===== src/rtl/reg_scoreboard_pkg.sv =====
// rtl/reg_scoreboard_pkg.sv - shared scoreboard sizing constants
// Register index width mirrors the pipeline's REGNOBITS define.
package reg_scoreboard_pkg;
  localparam int SB_REGNOBITS = 5;
  localparam int SB_NREGS     = 32;
  localparam int SB_CNTBITS   = 2;
  localparam int SB_CNTMAX    = (1 << SB_CNTBITS) - 1;
endpackage


===== src/rtl/reg_scoreboard_sb_entry.sv =====
// rtl/reg_scoreboard_sb_entry.sv - per-register pending-writer counter
// Saturating up/down counter; nz_o reflects the value after the coming edge.
module sb_entry
  import reg_scoreboard_pkg::*;
#(
  parameter int CNTBITS = SB_CNTBITS
) (
  input  logic               clk_i,
  input  logic               reset_i,
  input  logic               inc_i,
  input  logic               dec_i,
  output logic [CNTBITS-1:0] cnt_o,
  output logic               nz_o,
  output logic               underflow_o
);

  logic [CNTBITS-1:0] cnt_q, cnt_d;

  always_comb begin
    cnt_d       = cnt_q;
    underflow_o = 1'b0;
    if (inc_i && !dec_i) begin
      if (cnt_q != '1) cnt_d = cnt_q + 1'b1;
    end else if (dec_i && !inc_i) begin
      // Retiring a register with nothing pending is a protocol error, not a wrap.
      if (cnt_q == '0) underflow_o = 1'b1;
      else             cnt_d       = cnt_q - 1'b1;
    end
  end

  always_ff @(posedge clk_i) begin
    if (reset_i) cnt_q <= '0;
    else         cnt_q <= cnt_d;
  end

  assign cnt_o = cnt_q;
  assign nz_o  = (cnt_d != '0);

endmodule


===== src/rtl/reg_scoreboard.sv =====
// rtl/reg_scoreboard.sv - RAW hazard scoreboard beside the decode stage
// Optional SCOREBOARD_PERF_EN adds stall_cycles_o / issued_count_o counters.
module reg_scoreboard
  import reg_scoreboard_pkg::*;
#(
  parameter int NREGS     = SB_NREGS,
  parameter int REGNOBITS = SB_REGNOBITS,
  parameter int CNTBITS   = SB_CNTBITS
) (
  input  logic                 clk_i,
  input  logic                 reset_i,
  input  logic                 issue_valid_i,
  input  logic                 issue_wr_reg_i,
  input  logic [REGNOBITS-1:0] issue_rd_i,
  input  logic [REGNOBITS-1:0] rs1_i,
  input  logic                 rs1_read_i,
  input  logic [REGNOBITS-1:0] rs2_i,
  input  logic                 rs2_read_i,
  input  logic                 flush_i,
  input  logic                 wb_valid_i,
  input  logic [REGNOBITS-1:0] wb_rd_i,
  output logic                 stall_o,
  output logic                 issue_ack_o,
  output logic                 busy_o,
  output logic                 err_underflow_o
`ifdef SCOREBOARD_PERF_EN
  ,
  output logic [31:0]          stall_cycles_o,
  output logic [31:0]          issued_count_o
`endif
);

  localparam logic [CNTBITS-1:0] CNT_MAX = '1;
  localparam logic [CNTBITS-1:0] CNT_ONE = CNTBITS'(1);

  logic [CNTBITS-1:0] cnt [NREGS];
  logic [NREGS-1:1]   inc, dec, nz, underflow;

  logic [CNTBITS-1:0] cnt_rs1, cnt_rs2, cnt_rd;
  logic               haz_rs1, haz_rs2, full;
  logic               busy_q, err_underflow_q;

  assign cnt[0] = '0;

  for (genvar r = 1; r < NREGS; r++) begin : g_entry
    assign inc[r] = issue_ack_o && issue_wr_reg_i && (issue_rd_i == REGNOBITS'(r));
    assign dec[r] = wb_valid_i && (wb_rd_i == REGNOBITS'(r));

    sb_entry #(.CNTBITS(CNTBITS)) u_entry (
      .clk_i       (clk_i),
      .reset_i     (reset_i),
      .inc_i       (inc[r]),
      .dec_i       (dec[r]),
      .cnt_o       (cnt[r]),
      .nz_o        (nz[r]),
      .underflow_o (underflow[r])
    );
  end

  // Indices are only looked up when their valid bit is set so no X leaks out.
  always_comb begin
    cnt_rs1 = rs1_read_i ? cnt[rs1_i] : '0;
    cnt_rs2 = rs2_read_i ? cnt[rs2_i] : '0;
    cnt_rd  = (issue_valid_i && issue_wr_reg_i) ? cnt[issue_rd_i] : '0;

    // A last-writer retiring this cycle is already in the register file (negedge write).
    haz_rs1 = rs1_read_i && (rs1_i != '0) && (cnt_rs1 != '0) &&
              !(wb_valid_i && (wb_rd_i == rs1_i) && (cnt_rs1 == CNT_ONE));
    haz_rs2 = rs2_read_i && (rs2_i != '0) && (cnt_rs2 != '0) &&
              !(wb_valid_i && (wb_rd_i == rs2_i) && (cnt_rs2 == CNT_ONE));
    full    = issue_wr_reg_i && (issue_rd_i != '0) && (cnt_rd == CNT_MAX) &&
              !(wb_valid_i && (wb_rd_i == issue_rd_i));

    stall_o     = issue_valid_i && !flush_i && (haz_rs1 || haz_rs2 || full);
    issue_ack_o = issue_valid_i && !flush_i && !stall_o;
  end

  always_ff @(posedge clk_i) begin
    if (reset_i) begin
      busy_q          <= 1'b0;
      err_underflow_q <= 1'b0;
    end else begin
      busy_q          <= |nz;
      err_underflow_q <= err_underflow_q || (|underflow);
    end
  end

  assign busy_o          = busy_q;
  assign err_underflow_o = err_underflow_q;

`ifdef SCOREBOARD_PERF_EN
  logic [31:0] stall_cycles_q, issued_count_q;

  always_ff @(posedge clk_i) begin
    if (reset_i) begin
      stall_cycles_q <= '0;
      issued_count_q <= '0;
    end else begin
      if (stall_o)     stall_cycles_q <= stall_cycles_q + 32'd1;
      if (issue_ack_o) issued_count_q <= issued_count_q + 32'd1;
    end
  end

  assign stall_cycles_o = stall_cycles_q;
  assign issued_count_o = issued_count_q;
`endif

endmodule


===== config.mk =====
export PLATFORM = sky130hd
export DESIGN_NAME = reg_scoreboard
export DESIGN_NICKNAME = d
export VERILOG_FILES = /design/src/rtl/reg_scoreboard_pkg.sv /design/src/rtl/reg_scoreboard_sb_entry.sv /design/src/rtl/reg_scoreboard.sv
export SDC_FILE = /design/constraint.sdc
export NUM_CORES = 1
export LEC_CHECK = 0
export ABC_AREA = 1
export BUFFER_PORTS_ARGS = -buffer_cell sky130_fd_sc_hd__buf_2
export CAP_MARGIN = 20
export CORE_MARGIN = 3
export CORE_UTILIZATION = 40
export CTS_BUF_LIST = sky130_fd_sc_hd__clkbuf_4 sky130_fd_sc_hd__clkbuf_8
export DETAILED_ROUTE_END_ITERATION = 6
export PLACE_DENSITY = 0.59
export SYNTH_ARGS = -nofsm -noshare
export SYNTH_HDL_FRONTEND = slang
export SYNTH_SLANG_ARGS = --single-unit

===== constraint.sdc =====
create_clock -name clk_i -period 4.8 [get_ports clk_i]
set_input_delay 0.96 -clock clk_i [delete_from_list [all_inputs] [get_ports clk_i]]
set_output_delay 0.96 -clock clk_i [all_outputs]
set_load 0.005 [all_outputs]

**Yosys cells after proc, flatten, opt, wreduce, memory -nomap -nowiden**

Cells that the tools add are included.

- Add/subtract/negate cells: 62
- Multiply operators: 0
- Divide/modulo/power cells: 0
- Order comparisons: 3
- Equality and inequality tests: 99
- Shifts and indexed selects: 0
- Multiplexer cells: 229
- Bitwise gates (word level): 3
- Reduce and logical (&&, ||, !) cells: 282

Operator list:

| operator | count |
|---|---|
| 2-to-1 mux 2 bit | 133 |
| equality test 5 bit, second input constant | 32 |
| logical AND 1 bit | 143 |
| 2-to-1 mux 1 bit | 93 |
| equality test 5 x 4 -> 1 bit, second input constant | 16 |
| logical NOT 1 bit | 67 |
| nonzero test 2 bit | 33 |
| adder 2 x 1 -> 2 bit, second input constant | 31 |
| logical NOT 2 bit | 31 |
| inequality test 2 bit, second input constant | 31 |
| OR reduction 31 bit | 2 |
| subtractor 2 x 1 -> 2 bit, second input constant | 31 |
| equality test 5 x 3 -> 1 bit, second input constant | 8 |
| binary-select mux 2 bit (select 5 bit) | 3 |
| equality test 5 x 2 -> 1 bit, second input constant | 4 |
| greater-or-equal comparator 6 bit, second input constant | 3 |
| NOT 5 -> 6 bit | 3 |
| equality test 5 bit | 3 |
| nonzero test 5 bit | 3 |
| equality test 5 x 1 -> 1 bit, second input constant | 2 |
| equality test 2 x 1 -> 1 bit, second input constant | 2 |
| logical OR 1 bit | 3 |
| equality test 2 bit, second input constant | 1 |

- Flip-flop bits (word level): 64
- Bits in latches: 0
- RAM bits: 0
- ROM bits: 0
- Bits of input ports: 28
- Output and inout bits: 4
- Logic and storage cells: 711
- Memories kept: 0

**Logic depth before layout (Yosys ltp)**

- Depth in word-level cells: 22
- Gate-level depth with buffers: 28
- Gate-level depth less buffers: 26

**Modules after synthesis**

A second synthesis with hierarchy kept.

- Cells, all modules: 1399
- Area, all modules: 7383.3 sq um

By module, submodules not included:

| module | times used | cells each | area an instance (sq um) | sequential area each (sq um) |
|---|---|---|---|---|
| sb_entry | 31 | 22 | 133.9 | 40.0 |
| reg_scoreboard | 1 | 717 | 3233.1 | 40.0 |

**Worst setup path after synthesis**

Ideal clock, no wire load.

- Path type: input port to output port
- Start point: input port rs2_i[0]
- End point: output port issue_ack_o
- Arrival: 2.189 ns
- Data required time: 3.840 ns
- Slack: 1.651 ns
- Stages on the path: 13
- Buffers on the path: 2
- Path through: buf_4 > inv_4 > buf_2 > a21oi_1 > o21ai_1 > nand3_1 > nand3_1 > nand2_1 > nand2_1 > nand2_1 > nand2_1 > o21ai_2 > nor4_1

- Cells in the longest elaborated chain, start to end: 14
- Elaborated cells between the ends (all ways): 20
- Classes of those cells: eq/ne (2); mux (4); bitwise (1); reduce/logical (13)

RTL lines:

| item | line | text |
|---|---|---|
| start: declaration | reg_scoreboard.sv:17 | `input logic [REGNOBITS-1:0] rs2_i,` |
| NOT 5 -> 6 bit (not written as such) | reg_scoreboard.sv:63 | `cnt_rs2 = rs2_read_i ? cnt[rs2_i] : '0;` |
| binary-select mux 2 bit (select 5 bit) | reg_scoreboard.sv:63 |  |
| 2-to-1 mux 2 bit (not written as such) (2 in a row) | reg_scoreboard.sv:63 |  |
| 2-to-1 mux 2 bit | reg_scoreboard.sv:63 |  |
| equality test 2 x 1 -> 1 bit | reg_scoreboard.sv:70 | `!(wb_valid_i && (wb_rd_i == rs2_i) && (cnt_rs2 == CNT_ONE));` |
| logical AND 1 bit | reg_scoreboard.sv:70 |  |
| logical NOT 1 bit | reg_scoreboard.sv:70 |  |
| logical AND 1 bit * | reg_scoreboard.sv:69 | `haz_rs2 = rs2_read_i && (rs2_i != '0) && (cnt_rs2 != '0) &&` |
| logical OR 1 bit * (2 in a row) | reg_scoreboard.sv:74 | `stall_o = issue_valid_i && !flush_i && (haz_rs1 \|\| haz_rs2 \|\| full);` |
| logical AND 1 bit * | reg_scoreboard.sv:74 |  |
| logical NOT 1 bit * | reg_scoreboard.sv:75 | `issue_ack_o = issue_valid_i && !flush_i && !stall_o;` |
| logical AND 1 bit * | reg_scoreboard.sv:75 |  |
| end: declaration | reg_scoreboard.sv:23 | `output logic issue_ack_o,` |

Every way passes the cells marked *; elsewhere a longest branch is shown, timed or not. The select of a mux whose other input is x is not followed.

**Worst setup path in the final report**

- Start point: input port rs1_i[1]
- End point: register err_underflow_q, in the netlist err_underflow_o

- Cells in the longest elaborated chain, start to end: 22
- Elaborated cells between the ends (all ways): 209
- Classes of those cells: eq/ne (2); mux (66); bitwise (1); reduce/logical (140)

RTL lines:

| item | line | text |
|---|---|---|
| start: declaration | reg_scoreboard.sv:15 | `input logic [REGNOBITS-1:0] rs1_i,` |
| NOT 5 -> 6 bit (not written as such) | reg_scoreboard.sv:62 | `cnt_rs1 = rs1_read_i ? cnt[rs1_i] : '0;` |
| binary-select mux 2 bit (select 5 bit) | reg_scoreboard.sv:62 |  |
| 2-to-1 mux 2 bit (not written as such) (2 in a row) | reg_scoreboard.sv:62 |  |
| 2-to-1 mux 2 bit | reg_scoreboard.sv:62 |  |
| equality test 2 x 1 -> 1 bit | reg_scoreboard.sv:68 | `!(wb_valid_i && (wb_rd_i == rs1_i) && (cnt_rs1 == CNT_ONE));` |
| logical AND 1 bit | reg_scoreboard.sv:68 |  |
| logical NOT 1 bit | reg_scoreboard.sv:68 |  |
| logical AND 1 bit * | reg_scoreboard.sv:67 | `haz_rs1 = rs1_read_i && (rs1_i != '0) && (cnt_rs1 != '0) &&` |
| [... 5 more ...] | n/a |  |
| logical AND 1 bit * | reg_scoreboard.sv:46 | `assign inc[r] = issue_ack_o && issue_wr_reg_i && (issue_rd_i == REGNOBITS'(r));` |
| logical AND 1 bit | reg_scoreboard.sv:46 |  |
| logical NOT 1 bit | reg_scoreboard_sb_entry.sv:24 | `end else if (dec_i && !inc_i) begin` |
| logical AND 1 bit | reg_scoreboard_sb_entry.sv:24 |  |
| 2-to-1 mux 1 bit | reg_scoreboard_sb_entry.sv:24 |  |
| 2-to-1 mux 1 bit | reg_scoreboard_sb_entry.sv:22 | `if (inc_i && !dec_i) begin` |
| OR reduction 31 bit * | reg_scoreboard.sv:84 | `err_underflow_q <= err_underflow_q \|\| (\|underflow);` |
| logical OR 1 bit * | reg_scoreboard.sv:84 |  |
| end signal: assignment | reg_scoreboard.sv:84 |  |
| end: declaration | reg_scoreboard.sv:41 | `logic busy_q, err_underflow_q;` |

Marks and branches as above.
A chain may end at the register's enable or synchronous reset.

==> impl_metrics.json <==
{
  "status": "finished clean",
  "antenna_cells": 0,
  "portBuffers": 31,
  "postCtsHoldBufs": 0,
  "drt_iter0_markers": 935,
  "drt-pass1-iter-count": 6,
  "comb_power_share_pct": 19.0,
  "synth.distinct_cells": 36,
  "finalSetupViolations": 0,
  "die_h_um": 134,
  "r2r-start": "g_entry[22].u_entry.cnt_o[0]",
  "gp_congestion": 1.07,
  "pwr-share-seq_pct": 39.2,
  "core_area_mm2": 0.0159,
  "grt_usage_pct": 30.1,
  "fin_worst_skew_ps": 17.4,
  "r2r-end": "err_underflow_o",
  "start_kind": "input pin",
  "hpwl_um": 20700,
  "nets": 1260,
  "p_int_uw": 921,
  "yosys_most_used_dff": "dfxtp_1",
  "sw_frac_of_total_pct": 32.8,
  "crit_required_ps": 5050,
  "grt_pass1_vias": 7461,
  "end_kind": "flop",
  "hold_viol_final": 0,
  "worst_hold_path_type": "flop to flop",
  "drv_slew": 0,
  "start_util_pct": 41.1,
  "multi_input_area_mm2": 0.00443,
  "fill_cells": 1792,
  "pwr-share-clk_pct": 41.8,
  "synth_compound_area_share_pct": 21.2,
  "cts_htree_levels": 3,
  "timing.final.ws_setup_ps": 234,
  "crit_arrival_ps": 4820,
  "worstHoldStart": "g_entry[2].u_entry.cnt_o[0]",
  "clk_pin_slew_ps": 90,
  "dieArea_mm2": 0.0179,
  "pre_cts_slack_ps": 80.0,
  "synth_xor_area_share_pct": 0.401,
  "period_share_pct": 95.1,
  "clock-root-buffer": "clkbuf_8",
  "rsz0062_at_grt": "no",
  "layout-drive-gt1-share_pct": 8.16,
  "peakVddDrop_uv": 184,
  "synth.cell_area_mm2": 0.00655,
  "timing.fmax_mhz": 219,
  "critPathKind": "input pin to flop",
  "async_flop_share_pct": 0,
  "slew_headroom_pct": 41.9,
  "synth_fp_nets": 1253,
  "synth_edf_count": 0,
  "min_to": "g_entry[2].u_entry.cnt_o[1]",
  "drc": 0,
  "crit_fanout": 31,
  "grt_max_degree": 65,
  "rows": 46,
  "clock_latency_ps": 390,
  "tns_ps": 0,
  "cts_setup_buffers": 0,
  "overflow": 0,
  "synthAdderAreaFrac_pct": 0,
  "power.switching_uw": 450,
  "synth_seq_cells": 64,
  "maxCapViolations": 0,
  "synthMuxAreaShare_pct": 0,
  "drt-wirelength-per-cell_um": 18.6,
  "vias": 8320,
  "place_area_mm2": 0.00683,
  "synth-simple-area-share_pct": 46.0,
  "reg2reg_slack_ps": 1260,
  "cts_sinks": 64,
  "hold_depth": 2,
  "tritoncts": "yes",
  "antenna_found_initial": 1,
  "die_w_um": 134,
  "p_per_area_mw_per_mm2": 194,
  "grt_pass1_wl_um": 41800,
  "cts_resized": 0,
  "synth-seq-area-share_pct": 19.6,
  "final_area_mm2": 0.00705,
  "cts_made_buffers": 9,
  "most-common-layout-cells": "nand2_1 (343), nor2_1 (186), inv_1 (130)",
  "cts.path.max_buffers": 2,
  "ff2ff_path_depth": 24,
  "vias_per_cell": 5.73,
  "drt-total-wl_um": 27100,
  "synthToLayoutAreaGrowth_pct": 7.72,
  "regArea_mm2": 0.00128,
  "leakagePower_uw": 0.00311,
  "num_io_pins": 32,
  "yosys_warnings": 0,
  "detail-route-antenna-nets": 0,
  "synthCells": 1225,
  "synth_top_family_by_area": "simple AND/OR/NAND/NOR gates",
  "worst_pin_slew_ps": 869,
  "syn_area_per_cell_um2": 5.34,
  "mostFrequentLayoutCell": "nand2_1",
  "period_needed_ps": 4570
}
[power groups by stage]
stage,registers (uW),logic (uW),clock network (uW)
floorplan,547,169,0
global placement,550,251,0
global route,537,277,605
CTS,537,250,581
detailed placement,550,249,0
finish,537,260,574
[worst max-delay path, stage by stage]
cell and delay, ps:
buf_2 440, clkinv_1 520, nand2_1 210, nand2_1 90, nand2_1 70, nand2_1 50, clkinv_1 40, nand2_1 60
nand2_1 60, nand2_1 40, inv_1 40, nand2_1 50, nand2_1 70, nand2_2 70, nor2_4 620, nand4_1 320
nand2_1 220, inv_1 70, nand3_1 80, o31ai_1 100, nor2_1 240, nand2_1 90, nor2_1 190, a21oi_1 90
[routing by layer]
metal,wire [um],global-route usage (%),vias up
li1,-,-,4015
met1,11300,40.5,3716
met2,11500,46.2,482
met3,3020,6.90,105
met4,1290,12.8,2
met5,13,0,-
[synth_stat cells (all sizes together) (3+ instances only)]
cell	n	area, um2
nand2	346	1310
nor2	190	731
inv	155	584
o21ai	89	449
a21oi	80	400
nand3	79	395
dfxtp	64	1280
o211ai	46	345
nand4	41	263
or2	37	231
buf	29	174
clkbuf	19	71.3
nor3	13	65.1
o22ai	12	75.1
a211oi	9	67.6
clkinv	3	11.3
o31ai	3	22.5
[final cells by class]
cell class	instances	share of cell area, %
multi-input combinational	955	62.8
tap	216	3.83
clock inverter	3	0.922
sequential	64	18.2
timing repair buffer	44	3.58
inverter	158	8.44
clock buffer	13	2.27
[worst max path at each step]
stage | from | end | slack [ps] | depth (start not counted)
5_1_grt | rs1_i[1] | err_underflow_o | 60 | 24
2_1_floorplan | rs2_i[0] | issue_ack_o | 1650 | 13
4_1_cts | rs1_i[1] | err_underflow_o | 490 | 24
3_3_place_gp | rs1_i[1] | err_underflow_o | 30 | 24
6_report | rs1_i[1] | err_underflow_o | 230 | 24
3_5_place_dp | rs1_i[1] | err_underflow_o | 80 | 24
[sequential cells by signal, indices dropped and copies added, names as in the netlist]
| signal | count |
|---|---|
| err_underflow_o | 1 |
| busy_o | 1 |
| g_entry.u_entry.cnt_o | 62 |
[logic make-up (layout without fill, tap and decap cells)]
| group | after synthesis | after routing |
|---|---|---|
| compound gates | 243 | 243 |
| xor+xnor | 3 | 3 |
| buf+inv | 206 | 218 |
| flops | 64 | 64 |
| simple gates | 709 | 709 |
[per-stage QoR]
| stage | std cells | utilization (%) | power, uW | hold WS (ps) |
|---|---|---|---|---|
| global placement | 1437 | 42.8 | 801 | 476 |
| CTS | 1453 | 44.2 | 1370 | 488 |
| finish | 1453 | 44.2 | 1370 | 494 |
| detailed placement | 1437 | 42.8 | 799 | 475 |
| global route | 1453 | 44.2 | 1420 | 520 |
| floorplan | 1225 | - | 716 | 439 |
Note: power is estimated with default switching activity, not from simulation.
